--- config.mk ---
export PLATFORM = sky130hd
export DESIGN_NAME = marquee_tick_ctrl
export DESIGN_NICKNAME = d
export VERILOG_FILES = /design/src/rtl/marquee_tick_ctrl.sv
export SDC_FILE = /design/constraint.sdc
export NUM_CORES = 1
export LEC_CHECK = 0
export BUFFER_PORTS_ARGS = -buffer_cell sky130_fd_sc_hd__buf_2
export CORE_ASPECT_RATIO = 1.1
export CORE_MARGIN = 4
export CORE_UTILIZATION = 57
export CTS_BUF_LIST = sky130_fd_sc_hd__clkbuf_4 sky130_fd_sc_hd__clkbuf_8 sky130_fd_sc_hd__clkbuf_16
export DETAILED_ROUTE_END_ITERATION = 10
export GPL_TIMING_DRIVEN = 1
export PLACE_DENSITY = 0.73
export SYNTH_ARGS = -nofsm -noshare
export SYNTH_HDL_FRONTEND = slang
export SYNTH_SLANG_ARGS = --single-unit
--- constraint.sdc ---
create_clock -name clk -period 8.6 [get_ports clk]
set_input_delay 0.86 -clock clk [delete_from_list [all_inputs] [get_ports clk]]
set_output_delay 0.86 -clock clk [all_outputs]
set_load 0.1 [all_outputs]
--- src/rtl/marquee_tick_ctrl.sv ---
// marquee_tick_ctrl: push-button conditioning, RUN/PAUSE control and
// programmable step prescaler for the LED marquee.
module marquee_tick_ctrl #(
  parameter int unsigned DEBOUNCE_CYC = 1_250_000,
  parameter int unsigned BASE_DIV     = 31_250_000
) (
  input  logic       clk,
  input  logic       rst,
  input  logic [3:0] btn,
  output logic       step,
  output logic       dir,
  output logic [1:0] speed,
  output logic       paused
);

  localparam int unsigned NBTN = 4;
  localparam int unsigned DCW  = (DEBOUNCE_CYC > 1) ? $clog2(DEBOUNCE_CYC) : 1;
  localparam int unsigned CW   = $clog2(BASE_DIV);
  localparam int unsigned PW   = CW + 1;

  localparam logic [DCW-1:0] DB_LAST = DCW'(DEBOUNCE_CYC - 1);
  localparam logic [PW-1:0]  BASE_P  = PW'(BASE_DIV);

  localparam int unsigned B_SPEED = 0;
  localparam int unsigned B_DIR   = 1;
  localparam int unsigned B_PAUSE = 2;
  localparam int unsigned B_STEP  = 3;

  typedef enum logic {
    ST_RUN   = 1'b0,
    ST_PAUSE = 1'b1
  } state_e;

  // Input conditioning
  logic [NBTN-1:0]          sync1_q;
  logic [NBTN-1:0]          sync2_q;
  logic [NBTN-1:0]          db_q;
  logic [NBTN-1:0]          db_d;
  logic [NBTN-1:0]          db_prev_q;
  logic [NBTN-1:0]          press_q;
  logic [NBTN-1:0]          press_d;
  logic [NBTN-1:0][DCW-1:0] dcnt_q;
  logic [NBTN-1:0][DCW-1:0] dcnt_d;

  // Control and prescaler
  state_e          state_q;
  state_e          state_d;
  logic [CW-1:0]   cnt_q;
  logic [CW-1:0]   cnt_d;
  logic            step_q;
  logic            step_d;
  logic            dir_q;
  logic            dir_d;
  logic [1:0]      speed_q;
  logic [1:0]      speed_d;
  logic            paused_q;
  logic            paused_d;
  logic [PW-1:0]   per_c;
  logic            tc_c;

  // Two-flop synchroniser for the asynchronous buttons
  always_ff @(posedge clk or posedge rst) begin
    if (rst) begin
      sync1_q <= '0;
      sync2_q <= '0;
    end else begin
      sync1_q <= btn;
      sync2_q <= sync1_q;
    end
  end

  // Per-button debounce: accept a new level after it has been stable long enough
  always_comb begin
    db_d   = db_q;
    dcnt_d = dcnt_q;
    for (int unsigned i = 0; i < NBTN; i++) begin
      if (sync2_q[i] == db_q[i]) begin
        dcnt_d[i] = '0;
      end else if (dcnt_q[i] == DB_LAST) begin
        db_d[i]   = sync2_q[i];
        dcnt_d[i] = '0;
      end else begin
        dcnt_d[i] = dcnt_q[i] + DCW'(1);
      end
    end
  end

  // Press pulse on each rising edge of the debounced level; releases are ignored
  always_comb begin
    press_d = db_q & ~db_prev_q;
  end

  // Debounce state, edge history and press pulses
  always_ff @(posedge clk or posedge rst) begin
    if (rst) begin
      db_q      <= '0;
      dcnt_q    <= '0;
      db_prev_q <= '0;
      press_q   <= '0;
    end else begin
      db_q      <= db_d;
      dcnt_q    <= dcnt_d;
      db_prev_q <= db_q;
      press_q   <= press_d;
    end
  end

  // Current step period and terminal count
  always_comb begin
    per_c = BASE_P >> speed_q;
    tc_c  = (cnt_q == CW'(per_c - PW'(1)));
  end

  // RUN/PAUSE next state, prescaler, speed, direction and step strobe
  always_comb begin
    state_d  = state_q;
    cnt_d    = cnt_q;
    step_d   = 1'b0;
    dir_d    = dir_q;
    speed_d  = speed_q;
    paused_d = paused_q;

    if (press_q[B_DIR]) begin
      dir_d = ~dir_q;
    end

    // A speed change restarts the period and swallows a coincident terminal count
    if (press_q[B_SPEED]) begin
      speed_d = speed_q + 2'd1;
      cnt_d   = '0;
    end else if (state_q == ST_RUN) begin
      if (tc_c) begin
        cnt_d  = '0;
        step_d = 1'b1;
      end else begin
        cnt_d = cnt_q + CW'(1);
      end
    end

    // Single step is judged against the state before any pause toggle
    if (press_q[B_STEP] && (state_q == ST_PAUSE)) begin
      step_d = 1'b1;
    end

    case (state_q)
      ST_RUN: begin
        if (press_q[B_PAUSE]) begin
          state_d = ST_PAUSE;
        end
      end
      ST_PAUSE: begin
        if (press_q[B_PAUSE]) begin
          state_d = ST_RUN;
        end
      end
      default: begin
        state_d = ST_RUN;
      end
    endcase

    paused_d = (state_d == ST_PAUSE);
  end

  // Control state and registered outputs
  always_ff @(posedge clk or posedge rst) begin
    if (rst) begin
      state_q  <= ST_RUN;
      cnt_q    <= '0;
      step_q   <= 1'b0;
      dir_q    <= 1'b0;
      speed_q  <= 2'd0;
      paused_q <= 1'b0;
    end else begin
      state_q  <= state_d;
      cnt_q    <= cnt_d;
      step_q   <= step_d;
      dir_q    <= dir_d;
      speed_q  <= speed_d;
      paused_q <= paused_d;
    end
  end

  assign step   = step_q;
  assign dir    = dir_q;
  assign speed  = speed_q;
  assign paused = paused_q;

endmodule

==> After elaboration in Yosys (flattened, before gate mapping) <==
Index checks and enable logic that the tools add are counted.
W data, S select, Z words.
{ "totals": {"latchBits": 0, "rom_bits": 0, "inputBits": 6, "output_inout_bits": 5, "word_cells": 66, "reg_bits": 134, "mem_bits_rw": 0, "mem_count": 0} }
{ "classes": {"mul": 0, "order_cmp": 0, "eq_ne": 10, "div": 0, "muxes": 18, "n_addsub": 7, "reduce_logical": 5, "n_bitwise": 8, "shifts": 1} }
{ "ops": {"columns": ["op", "n"], "rows": [
  ["$mux W21", 8],
  ["$add A21 B1 Y21 const B", 4],
  ["$eq A21 B21 Y1 const B", 4],
  ["$mux W25", 3],
  ["$add A25 B1 Y25 const B", 1],
  ["$eq A25 B25 Y1", 1],
  ["$shr A25 B2 Y25 const A", 1],
  ["$sub A25 B1 Y25 const B", 1],
  ["$reduce_and A2 Y1", 4],
  ["$mux W1", 6],
  ["$not A1 Y1", 6],
  ["$and A4 B4 Y4", 1],
  ["$eq A1 B1 Y1", 4],
  ["$not A4 Y4", 1],
  ["$add A2 B1 Y2 const B", 1],
  ["$ne A2 B2 Y1 const B", 1],
  ["$pmux W1 S2", 1],
  ["$logic_and A1 B1 Y1", 1]
]} }

==> Logic depth before layout (Yosys ltp) <==
Gate-level depths: netlist of the first run.
{ "depth": {"ltp_word": 7, "depth_mapped": 11} }

==> Worst setup path before layout of the first run <==
OpenSTA, ideal clock, no wires.
{ "synth_timing": {"path_type": "flip-flop to flip-flop", "from": "register speed_q[0] (netlist: speed[0])", "to": "register cnt_q[10]", "path_stages_with_launch": 10, "slack_ns": 5.281, "t_arrival_ns": 3.183, "n_path_buf": 1, "t_required_ns": 8.464, "period_less_slack_ns": 3.319, "path_cell_list": "dfrtp_1 > inv_1 > ha_1 > nor4bb_1 > mux2i_1 > xnor2_1 > or4_4 > nor3_4 > buf_4 > nor3_1"} }
{ "synth_via": {"elab_chain_cells": 6} }
{ "synth_rtl": {"columns": ["element", "line_no", "source"], "rows": [
  ["start: declaration", "54", "logic [1:0] speed_q;"],
  ["start signal: assignment", "178", "speed_q <= speed_d;"],
  ["$shr A25 B2 Y25", "110", "per_c = BASE_P >> speed_q;"],
  ["$sub A25 B1 Y25", "111", "tc_c = (cnt_q == CW'(per_c - PW'(1)));"],
  ["$eq A25 B25 Y1", "111", null],
  ["$mux W25", "132", "if (tc_c) begin"],
  ["$mux W25", "131", "end else if (state_q == ST_RUN) begin"],
  ["$mux W25", "128", "if (press_q[B_SPEED]) begin"],
  ["end signal: assignment", "175", "cnt_q <= cnt_d;"],
  ["end: declaration", "48", "logic [CW-1:0] cnt_q;"]
]} }
No other way between the ends. The select of a mux whose other input is x is not followed.
A chain may end at the register's enable or synchronous reset.

==> Worst setup path in the final report of the first run <==
{ "layout_timing": {"from": "register speed_q[0] (netlist: speed[0])", "to": "register cnt_q[19]"} }
The elaborated chain is that of the path after synthesis.

==> results of run 1 <==
==> Yosys cell counts (2+ instances only) <==
cell / count
a2111oi_0: 2
a21oi_1: 5
a31oi_1: 3
and3_1: 18
and4_1: 8
buf_1: 3
buf_2: 2
buf_4: 2
clkbuf_1: 20
dfrtp_1: 134
ha_1: 14
inv_1: 27
mux2_2: 4
mux2i_1: 3
nand2_1: 37
nand2b_1: 3
nand3_1: 57
nand4_1: 26
nor2_1: 112
nor2b_1: 8
nor3_1: 26
nor4_1: 14
nor4b_1: 9
o21ai_0: 9
o21ai_1: 2
o41ai_1: 6
or2_2: 6
or4_1: 3
xnor2_1: 46
xor2_1: 61
==> layout make-up <==
type | instances | area [um^2] | share of cell area [%]
Multi-Input combinational cell | 500 | 3140 | 42.0
Timing Repair Buffer | 13 | 72.6 | 0.971
Inverter | 27 | 106 | 1.42
Clock buffer | 20 | 467 | 6.24
Sequential cell | 134 | 3350 | 44.9
Clock inverter | 12 | 150 | 2.01
Tap cell | 150 | 188 | 2.51
==> cells by family after synthesis <==
family / Yosys count
xor gates and xnor gates: 107
and+or+nand+nor: 336
adders and majority gates: 14
buffers and inverters: 54
muxes: 7
AOI/OAI and AO/OA: 36
DFF: 134
==> report_power, final <==
group	switching (mW)	internal (mW)	leakage (nW)
registers	0.00512	0.637	1.83
clock network	0.270	0.477	0.298
logic	0.0222	0.00678	1.12
total	0.298	1.12	3.25
==> metal layers <==
layer / global-route usage (%) / vias to the layer above
li1: - / 2379
met1: 25.7 / 2459
met2: 36.2 / 101
met3: 5.32 / 24
met4: 7.30 / 0
met5: 0 / -
==> state kept, by name, indices dropped and copies added (netlist names) <==
| name | flops |
|---|---|
| press_q | 4 |
| sync1_q | 4 |
| db_q | 4 |
| speed | 2 |
| cnt_q | 25 |
| step | 1 |
| dcnt_q | 84 |
| sync2_q | 4 |
| dir | 1 |
| paused | 1 |
| db_prev_q | 4 |
==> path summary, 6_finish.rpt <==
path | from | endpoint | cells after the start
worst max-delay path | speed[0] | cnt_q[19] | 9
worst min-delay path | sync1_q[3] | sync2_q[3] | 0
worst max register to register | speed[0] | cnt_q[19] | 9
worst min register to register | sync1_q[3] | sync2_q[3] | 0
max in group asynchronous | rst | dcnt_q[56] | 3
min in group asynchronous | rst | sync1_q[0] | 2
==> metrics by stage <==
step | utilization [%] | instance area (um^2)
CTS | 65.0 | 7470
finish | 65.0 | 7470
global route | 65.0 | 7470
global placement | 59.7 | 6860
detailed placement | 59.7 | 6860
floorplan | - | 6700
==> worst max-delay path: stages (launching register included) <==
cell      delay, ps
dfrtp_1         520
inv_1           200
ha_1            280
inv_1           110
ha_1            220
o311ai_1        310
xnor2_1         140
or4_4           560
nor2_1          650
o211ai_1        220
==> cells in the final DEF (no fill, tap or decap), types with 6 or more instances in the layout <==
| cell | instances |
|---|---|
| nand3_1 | 57 |
| buf_2 | 10 |
| nor4b_1 | 9 |
| xor2_1 | 61 |
| nor4_1 | 14 |
| o21ai_0 | 9 |
| nor3_1 | 26 |
| clkbuf_16 | 17 |
| xnor2_1 | 46 |
| and4_1 | 8 |
| and3_1 | 18 |
| or2_2 | 6 |
| nor2b_1 | 8 |
| nand4_1 | 26 |
| o41ai_1 | 6 |
| nand2_1 | 37 |
| inv_1 | 26 |
| dfrtp_1 | 134 |
| nor2_1 | 112 |
| ha_1 | 14 |
==> metrics.md, run 1 <==
| Metric | Value |
|---|---|
| Post-CTS Repair Setup Buffers | 0 |
| Max_cap viols | 0 |
| Gates resized, CTS repair | 0 |
| GR Util All Layers | 20.9% |
| Element type at the critical path end | register |
| Power, Total | 1.42 mW |
| First-pass GRT wire length | 23,000 um |
| Later-pin clock latency in the skew report | 420 ps |
| Post-synthesis mux area share | 1.12% |
| Adder-cell area share of the yosys netlist | 2.61% |
| Top routing layer used | met4 |
| Xor and xnor area share after synthesis | 14.0% |
| Grt ovf | 0 |
| Unique masters post-synth | 48 |
| Final net count | 713 |
| Synth top area cells | dfrtp_1, xor2_1, nor2_1, xnor2_1, nand3_1 |
| Post-Syn Area | 6700 um^2 |
| Proportion of layout cells with a drive suffix above 1 | 8.50% |
| Hold_ws | 346 ps |
| Port bufs | 10 |
| Starting Density | 58.3% |
| CP Launch Type | register |
| Max-Slew Margin vs Limit | 45.9% |
| Fmax | 0.297 GHz |
| Setup CP Type | reg2reg |
| Die footprint | 13,600 um^2 |
| Area grow syn2layout | 11.5% |
| Final Setup Violations | 0 |
| Setup ws final | 5230 ps |
| Max FO, Critical Path | 12 |
| Status | finished clean |
| Final hold vios | 0 |
| Synthesized flop and latch total | 134 |
| Met1 wire length | 5740 um |
| Post-synth ARST share | 100% |
| PwrDens | 190 nW/um^2 |
| Period utilisation layout | 39.2% |
| Fin Setup TNS | 0 ps |
| DRT antenna net count | 0 |
| Pre-antenna DRT Iters | 4 |
| RSZ-0062 raised after global routing | no |
| DP Worst Slack | 5270 ps |
| Remaining DRCs | 0 |
| Complex-gate fraction of the synthesized area | 3.75% |
| Main flop type after synthesis | dfrtp_1 |
| Number of synthesized flops with an enable pin | 0 |
| Fill count | 931 |
| Met2 routed WL | 6590 um |
| Pin count of the biggest net entering global routing | 73 |
| Placed cell count | 824 |
| Slack of the worst reg-to-reg path | 5230 ps |
| Drt wl/cell | 15.3 um |
| Clock Tree Buf Depth | 2 |
| Slew Viols, Final | 0 |
| Placement Rows | 41 |
| Width of the die | 111 um |
| Core area | 11,500 um^2 |
| DRT iter0 DRCs | 221 |
| CTS buffer count | 17 |
| CTS tree | built |
| Syn. warnings | 0 |
| Cell Count, Final, Fillers Out | 856 |
| IO Pins | 11 |
| Mapped Cells | 688 |
| Seq/Total Area, Yosys | 50.0% |
| Synth area leader | dfrtp_1 |
| Vias in the first global route | 4,961 |
| Final Skew | 7.16 ps |
| HPWL after DPL | 8490 um |
| Synthesized area per cell | 9.74 um^2 |
| Die Height | 122 um |
| WL met3 | 510 um |
| Via count | 4,963 |
| CTS Hold Bufs | 0 |
| Maximum vdd drop | 0.161 mV |
| GPL Wtd Cong | 0.917 |
| Final WL | 13,100 um |
| Worst path required time | 8860 ps |
| CTS root buf | clkbuf_16 |
| CP arrival | 3630 ps |
| Number of antenna diodes | 0 |
| Leak | 3.25 nW |
| Worst-Margin Slew | 809 ps |
| CTS clk-pin slew, worst paths | 60 ps |
| Post-synthesis simple-gate area fraction | 25.3% |
| Largest family of logic cells by synthesized area | simple AND/OR/NAND/NOR gates |
| Syn nets | 708 |
| Synth top area share | 50.0% |
| H-tree levels | 4 |
| HP Class | reg2reg |
| Clock sinks | 134 |
| Vias per inst | 5.80 |
| Final min period | 3370 ps |
| Antenna violations before repair | 0 |
Note: power is estimated with default switching activity, not from simulation.
==> inputs of run 2 (changes only) <==
--- a/config.mk
+++ b/config.mk
@@ -12,7 +12,7 @@
 export CTS_BUF_LIST = sky130_fd_sc_hd__clkbuf_4 sky130_fd_sc_hd__clkbuf_8 sky130_fd_sc_hd__clkbuf_16
 export DETAILED_ROUTE_END_ITERATION = 10
 export GPL_TIMING_DRIVEN = 1
-export PLACE_DENSITY = 0.73
+export PLACE_DENSITY = 0.76
 export SYNTH_ARGS = -nofsm -noshare
 export SYNTH_HDL_FRONTEND = slang
 export SYNTH_SLANG_ARGS = --single-unit
==> constraint.sdc (replaced) <==
create_clock -name clk -period 3 [get_ports clk]
set_input_delay 0.3 -clock clk [delete_from_list [all_inputs] [get_ports clk]]
set_output_delay 0.3 -clock clk [all_outputs]
set_load 0.1 [all_outputs]
==> run 2 against run 1 <==
First-iteration DRC count up 77%. Routed wire length up 0.22%. Via count up 1.2%. Die area unchanged. Setup slack worse by 5000 ps. Clock-buffer cell count down 2. Utilization up 0.89 points. Critical endpoint is now cnt_q[7].
==> metrics.md, run 2 (same netlist as run 1, synthesis figures left out) <==
| Metric | Value |
|---|---|
| CTS tree | built |
| CTS buffer count | 17 |
| GPL Wtd Cong | 0.876 |
| Die footprint | 13,600 um^2 |
| Status | finished clean |
| CP Launch Type | register |
| Setup CP Type | reg2reg |
| Area grow syn2layout | 13.0% |
| Element type at the critical path end | register |
| Drt wl/cell | 15.1 um |
| Fmax | 0.356 GHz |
| H-tree levels | 4 |
| Pre-antenna DRT Iters | 4 |
| HPWL after DPL | 8790 um |
| Clock Tree Buf Depth | 2 |
| Pin count of the biggest net entering global routing | 42 |
| Largest Register | dcnt_q |
| Hold_ws | 11.6 ps |
| Worst-Margin Slew | 771 ps |
| RSZ-0062 raised after global routing | no |
| Vias in the first global route | 5,034 |
| Worst path required time | 3280 ps |
| Finished Core Util | 65.9% |
| Placed cell area | 6920 um^2 |
| Max-Slew Margin vs Limit | 48.5% |
| CTS root buf | clkbuf_16 |
| Max FO, Critical Path | 14 |
| Maximum vdd drop | 0.394 mV |
| Antenna violations before repair | 0 |
| DRT iter0 DRCs | 392 |
| Post-CTS Repair Setup Buffers | 0 |
| Final Skew | 6.91 ps |
| IO Pins | 11 |
| Max_cap viols | 0 |
| Core area | 11,500 um^2 |
| Fin Setup TNS | 0 ps |
| Period utilisation layout | 93.7% |
| Final Setup Violations | 0 |
| Slew Viols, Final | 0 |
| Starting Density | 58.3% |
| Power, Total | 4.06 mW |
| Fill count | 903 |
| Final min period | 2810 ps |
| HP Class | in2async |
| Proportion of layout cells with a drive suffix above 1 | 9.64% |
| Later-pin clock latency in the skew report | 420 ps |
| Commonest cells after routing, fill and taps aside | dfrtp_1, nor2_1, xor2_1 |
| Placed cell count | 830 |
| Cell Count, Final, Fillers Out | 866 |
| First-pass GRT wire length | 23,500 um |
| CP arrival | 3090 ps |
| Port bufs | 10 |
| Final hold vios | 0 |
| Vias per inst | 5.80 |
| DP Worst Slack | 184 ps |
| Leak | 3.29 nW |
| Number of flip-flops in the largest register | 84 |
| DRT antenna net count | 0 |
| Fin area | 7580 um^2 |
| Clock sinks | 134 |
| Final WL | 13,100 um |
| Number of antenna diodes | 0 |
| Final net count | 723 |
| CTS clk-pin slew, worst paths | 60 ps |
| Largest regs | dcnt_q: 84 flops, cnt_q: 25 flops |
| Width of the die | 111 um |
| GR Util All Layers | 21.2% |
| Setup ws final | 189 ps |
| Placement Rows | 41 |
| PwrDens | 536 nW/um^2 |
| Commonest non-fill, non-tap cell in the layout | dfrtp_1 |
| Grt ovf | 0 |
| Die Height | 122 um |
| Remaining DRCs | 0 |
| Via count | 5,021 |
run 2: cell count changes in the layout (fill, tap and decap cells not counted):
cell	change
dfrtp_2	+2
clkinv_4	+3
buf_4	+5
clkbuf_8	-2
buf_12	+1
clkinv_2	-2
clkinvlp_4	+1
nor4bb_2	+1
nor4bb_1	-1
dlygate4sd3_1	+4
dfrtp_1	-2
run 2: worst max-delay path, stage by stage (launching register included):
cell	delay [ps]
dfrtp_2	400
inv_1	130
ha_1	310
inv_1	120
ha_1	220
o311ai_1	330
xnor2_1	120
or4_4	550
nor3_4	170
buf_4	230
a2111oi_0	90
run 2: where the power goes:
group	total, mW	internal, mW	switching (mW)
sequential	1.84	1.83	0.0149
clock	2.13	1.33	0.799
combinational	0.0905	0.0263	0.0642
total	4.06	3.19	0.878
run 2: worst paths after layout:
path / from / slack, ps / depth (start not counted) / to
setup / recovery: speed[0] / 190 / 10 / cnt_q[7]
hold / removal: rst / 10 / 2 / dcnt_q[53]
setup reg to reg: speed[0] / 190 / 10 / cnt_q[7]
hold reg to reg: sync1_q[1] / 350 / 0 / sync2_q[1]
max in group asynchronous: rst / 2170 / 3 / dcnt_q[70]
min in group clk: sync1_q[1] / 350 / 0 / sync2_q[1]
run 2: layout make-up:
type / count / area, um^2 / area share (%)
sequential: 134 / 3360 / 44.3
multi-input combinational: 500 / 3140 / 41.5
clock buffer: 18 / 439 / 5.80
tap: 150 / 188 / 2.48
clock inverter: 14 / 175 / 2.31
timing repair buffer: 23 / 170 / 2.25
inverter: 27 / 105 / 1.39
run 2: per-layer routing:
metal / up-vias / share of wire, % / global-route usage [%]
met5: - / 0 / 0
met3: 25 / 3.7 / 4.97
met2: 114 / 51 / 36.0
met1: 2486 / 44 / 26.7
met4: 0 / 2.0 / 7.91
li1: 2396 / - / -
run 2: repair_timing:
item	in CTS	in global routing
endpoints found under the hold margin	4	0
gates resized for setup	0	1
hold buffers	4	0
endpoints found under the setup margin	0	7
==> inputs of run 3 (changes only) <==
--- a/config.mk
+++ b/config.mk
@@ -16,3 +16,4 @@
 export SYNTH_ARGS = -nofsm -noshare
 export SYNTH_HDL_FRONTEND = slang
 export SYNTH_SLANG_ARGS = --single-unit
+export TNS_END_PERCENT = 10
==> constraint.sdc (replaced) <==
create_clock -name clk -period 3 [get_ports clk]
set_input_delay 0.6 -clock clk [delete_from_list [all_inputs] [get_ports clk]]
set_output_delay 0.6 -clock clk [all_outputs]
set_load 0.1 [all_outputs]
==> run 3 against run 2 <==
Global-route usage down 0.42 points. Via count fell by 2.2%. First-iteration DRC count is 21% lower. Routed wire length is 1.5% lower. Combinational power fell by 3.5%. Flip-flop and latch count stayed put. Sequential share of layout area grew 0.19 points. Clock skew increased by 1.6 ps. Cell count down 0.69%. Highest routed layer unchanged.
==> metrics.md, run 3 (same netlist as run 1, synthesis figures left out) <==
| Metric | Value |
|---|---|
| Status | finished clean |
| WL met3 | 304 um |
| Vias per inst | 5.71 |
| Remaining DRCs | 0 |
| Maximum vdd drop | 0.404 mV |
| Clock Tree Buf Depth | 2 |
| H-tree levels | 4 |
| Setup CP Type | reg2reg |
| Commonest non-fill, non-tap cell in the layout | dfrtp_1 |
| Period utilisation layout | 94.0% |
| Fmax | 0.355 GHz |
| Clock sinks | 134 |
| CTS clk-pin slew, worst paths | 50 ps |
| CTS Hold Bufs | 0 |
| Number of flip-flops in the largest register | 84 |
| Number of antenna diodes | 0 |
| Final net count | 718 |
| Leak | 3.29 nW |
| Placed cell area | 6920 um^2 |
| Die footprint | 13,600 um^2 |
| Final WL | 12,900 um |
| Power, Total | 4.11 mW |
| GPL Wtd Cong | 0.915 |
| Largest Register | dcnt_q |
| CTS tree | built |
| Final min period | 2820 ps |
| Core area | 11,500 um^2 |
| Max-Slew Margin vs Limit | 48.9% |
| GR Util All Layers | 20.8% |
| Placement Rows | 41 |
| Drt wl/cell | 15.0 um |
| Met2 routed WL | 6510 um |
| P_sw | 0.818 mW |
| Grt ovf | 0 |
| Area grow syn2layout | 12.5% |
| Vias in the first global route | 4,879 |
| Final Setup Violations | 0 |
| Logic pwr share | 2.1% |
| Final hold vios | 0 |
| Via count | 4,910 |
| Die Height | 122 um |
| P_int | 3.29 mW |
| Met1 wire length | 5830 um |
| Max FO, Critical Path | 14 |
| Worst-Margin Slew | 764 ps |
| Gates resized, CTS repair | 0 |
| IO Pins | 11 |
| DRT antenna net count | 0 |
| Later-pin clock latency in the skew report | 420 ps |
| Starting Density | 58.3% |
| Clock share of power | 53.0% |
| First-pass GRT wire length | 22,800 um |
| Commonest cells after routing, fill and taps aside | dfrtp_1, nor2_1, xor2_1 |
| Antenna violations before repair | 0 |
| Port bufs | 10 |
| DRT iter0 DRCs | 309 |
| Proportion of layout cells with a drive suffix above 1 | 9.01% |
| RSZ-0062 raised after global routing | no |
| CP arrival | 3080 ps |
| CP Launch Type | register |
| Pin count of the biggest net entering global routing | 55 |
| Top routing layer used | met4 |
| HP Class | in2reg |
| Largest regs | dcnt_q: 84 flops, cnt_q: 25 flops |
| CTS root buf | clkbuf_16 |
| Pre-antenna DRT Iters | 4 |
| HPWL after DPL | 8420 um |
| Element type at the critical path end | register |
| Width of the die | 111 um |
| Fin area | 7540 um^2 |
| PwrDens | 545 nW/um^2 |
| CTS buffer count | 17 |
| Switching share of total power | 19.9% |
| Max_cap viols | 0 |
| Fill count | 920 |
| Worst path required time | 3260 ps |
| Slew Viols, Final | 0 |
| Seq pwr share | 44.8% |
| Final Skew | 8.52 ps |
| Post-CTS Repair Setup Buffers | 0 |
run 3: power groups by stage:
stage               sequential, mW  clock, mW  combinational (mW)
floorplan                     1.87          0              0.0647
global placement              1.87          0              0.0877
detailed placement            1.87          0              0.0908
CTS                           1.84       2.21              0.0917
global route                  1.84       2.31               0.105
finish                        1.84       2.18              0.0873
run 3: layer usage:
layer / track usage, % / vias up
met3: 4.37 / 20
li1: - / 2394
met4: 9.13 / 0
met1: 26.3 / 2430
met2: 34.8 / 66
met5: 0 / -
run 3: cell type report:
type / count / area, um^2 / share of cell area, %
Sequential cell: 134 / 3350 / 44.5
Timing Repair Buffer: 18 / 135 / 1.79
Inverter: 27 / 105 / 1.39
Clock inverter: 10 / 153 / 2.02
Tap cell: 150 / 188 / 2.49
Clock buffer: 21 / 468 / 6.21
Multi-Input combinational cell: 500 / 3140 / 41.6
run 3: worst max-delay path, stage by stage, from the launching register on:
cell and delay (ps):
dfrtp_1 480, ha_1 340, inv_1 120, ha_1 220, o311ai_1 320, xnor2_1 130, or4_4 550, nor3_4 170
buf_4 230, a2111oi_0 100
run 3: final timing paths:
kind,from,endpoint,slack (ps),depth (start not counted)
max in group asynchronous,rst,sync2_q[3],1980,3
setup reg to reg,speed[1],cnt_q[4],180,9
hold / removal,btn[2],sync1_q[2],290,1
hold reg to reg,sync1_q[0],sync2_q[0],340,0
min in group asynchronous,rst,dcnt_q[40],310,2
setup / recovery,speed[1],cnt_q[4],180,9
run 3: metrics by stage:
stage | util [%] | cells | setup TNS (ps) | setup WS [ps] | hold slack, ps
3_3_place_gp | 60.2 | 829 | 0 | 344 | 335
3_5_place_dp | 60.2 | 829 | 0 | 229 | 336
5_1_grt | 65.6 | 860 | 0 | 48.2 | 276
2_1_floorplan | - | 688 | -6420 | -319 | 331
6_report | 65.6 | 860 | 0 | 180 | 288
4_1_cts | 65.6 | 860 | 0 | 212 | 273
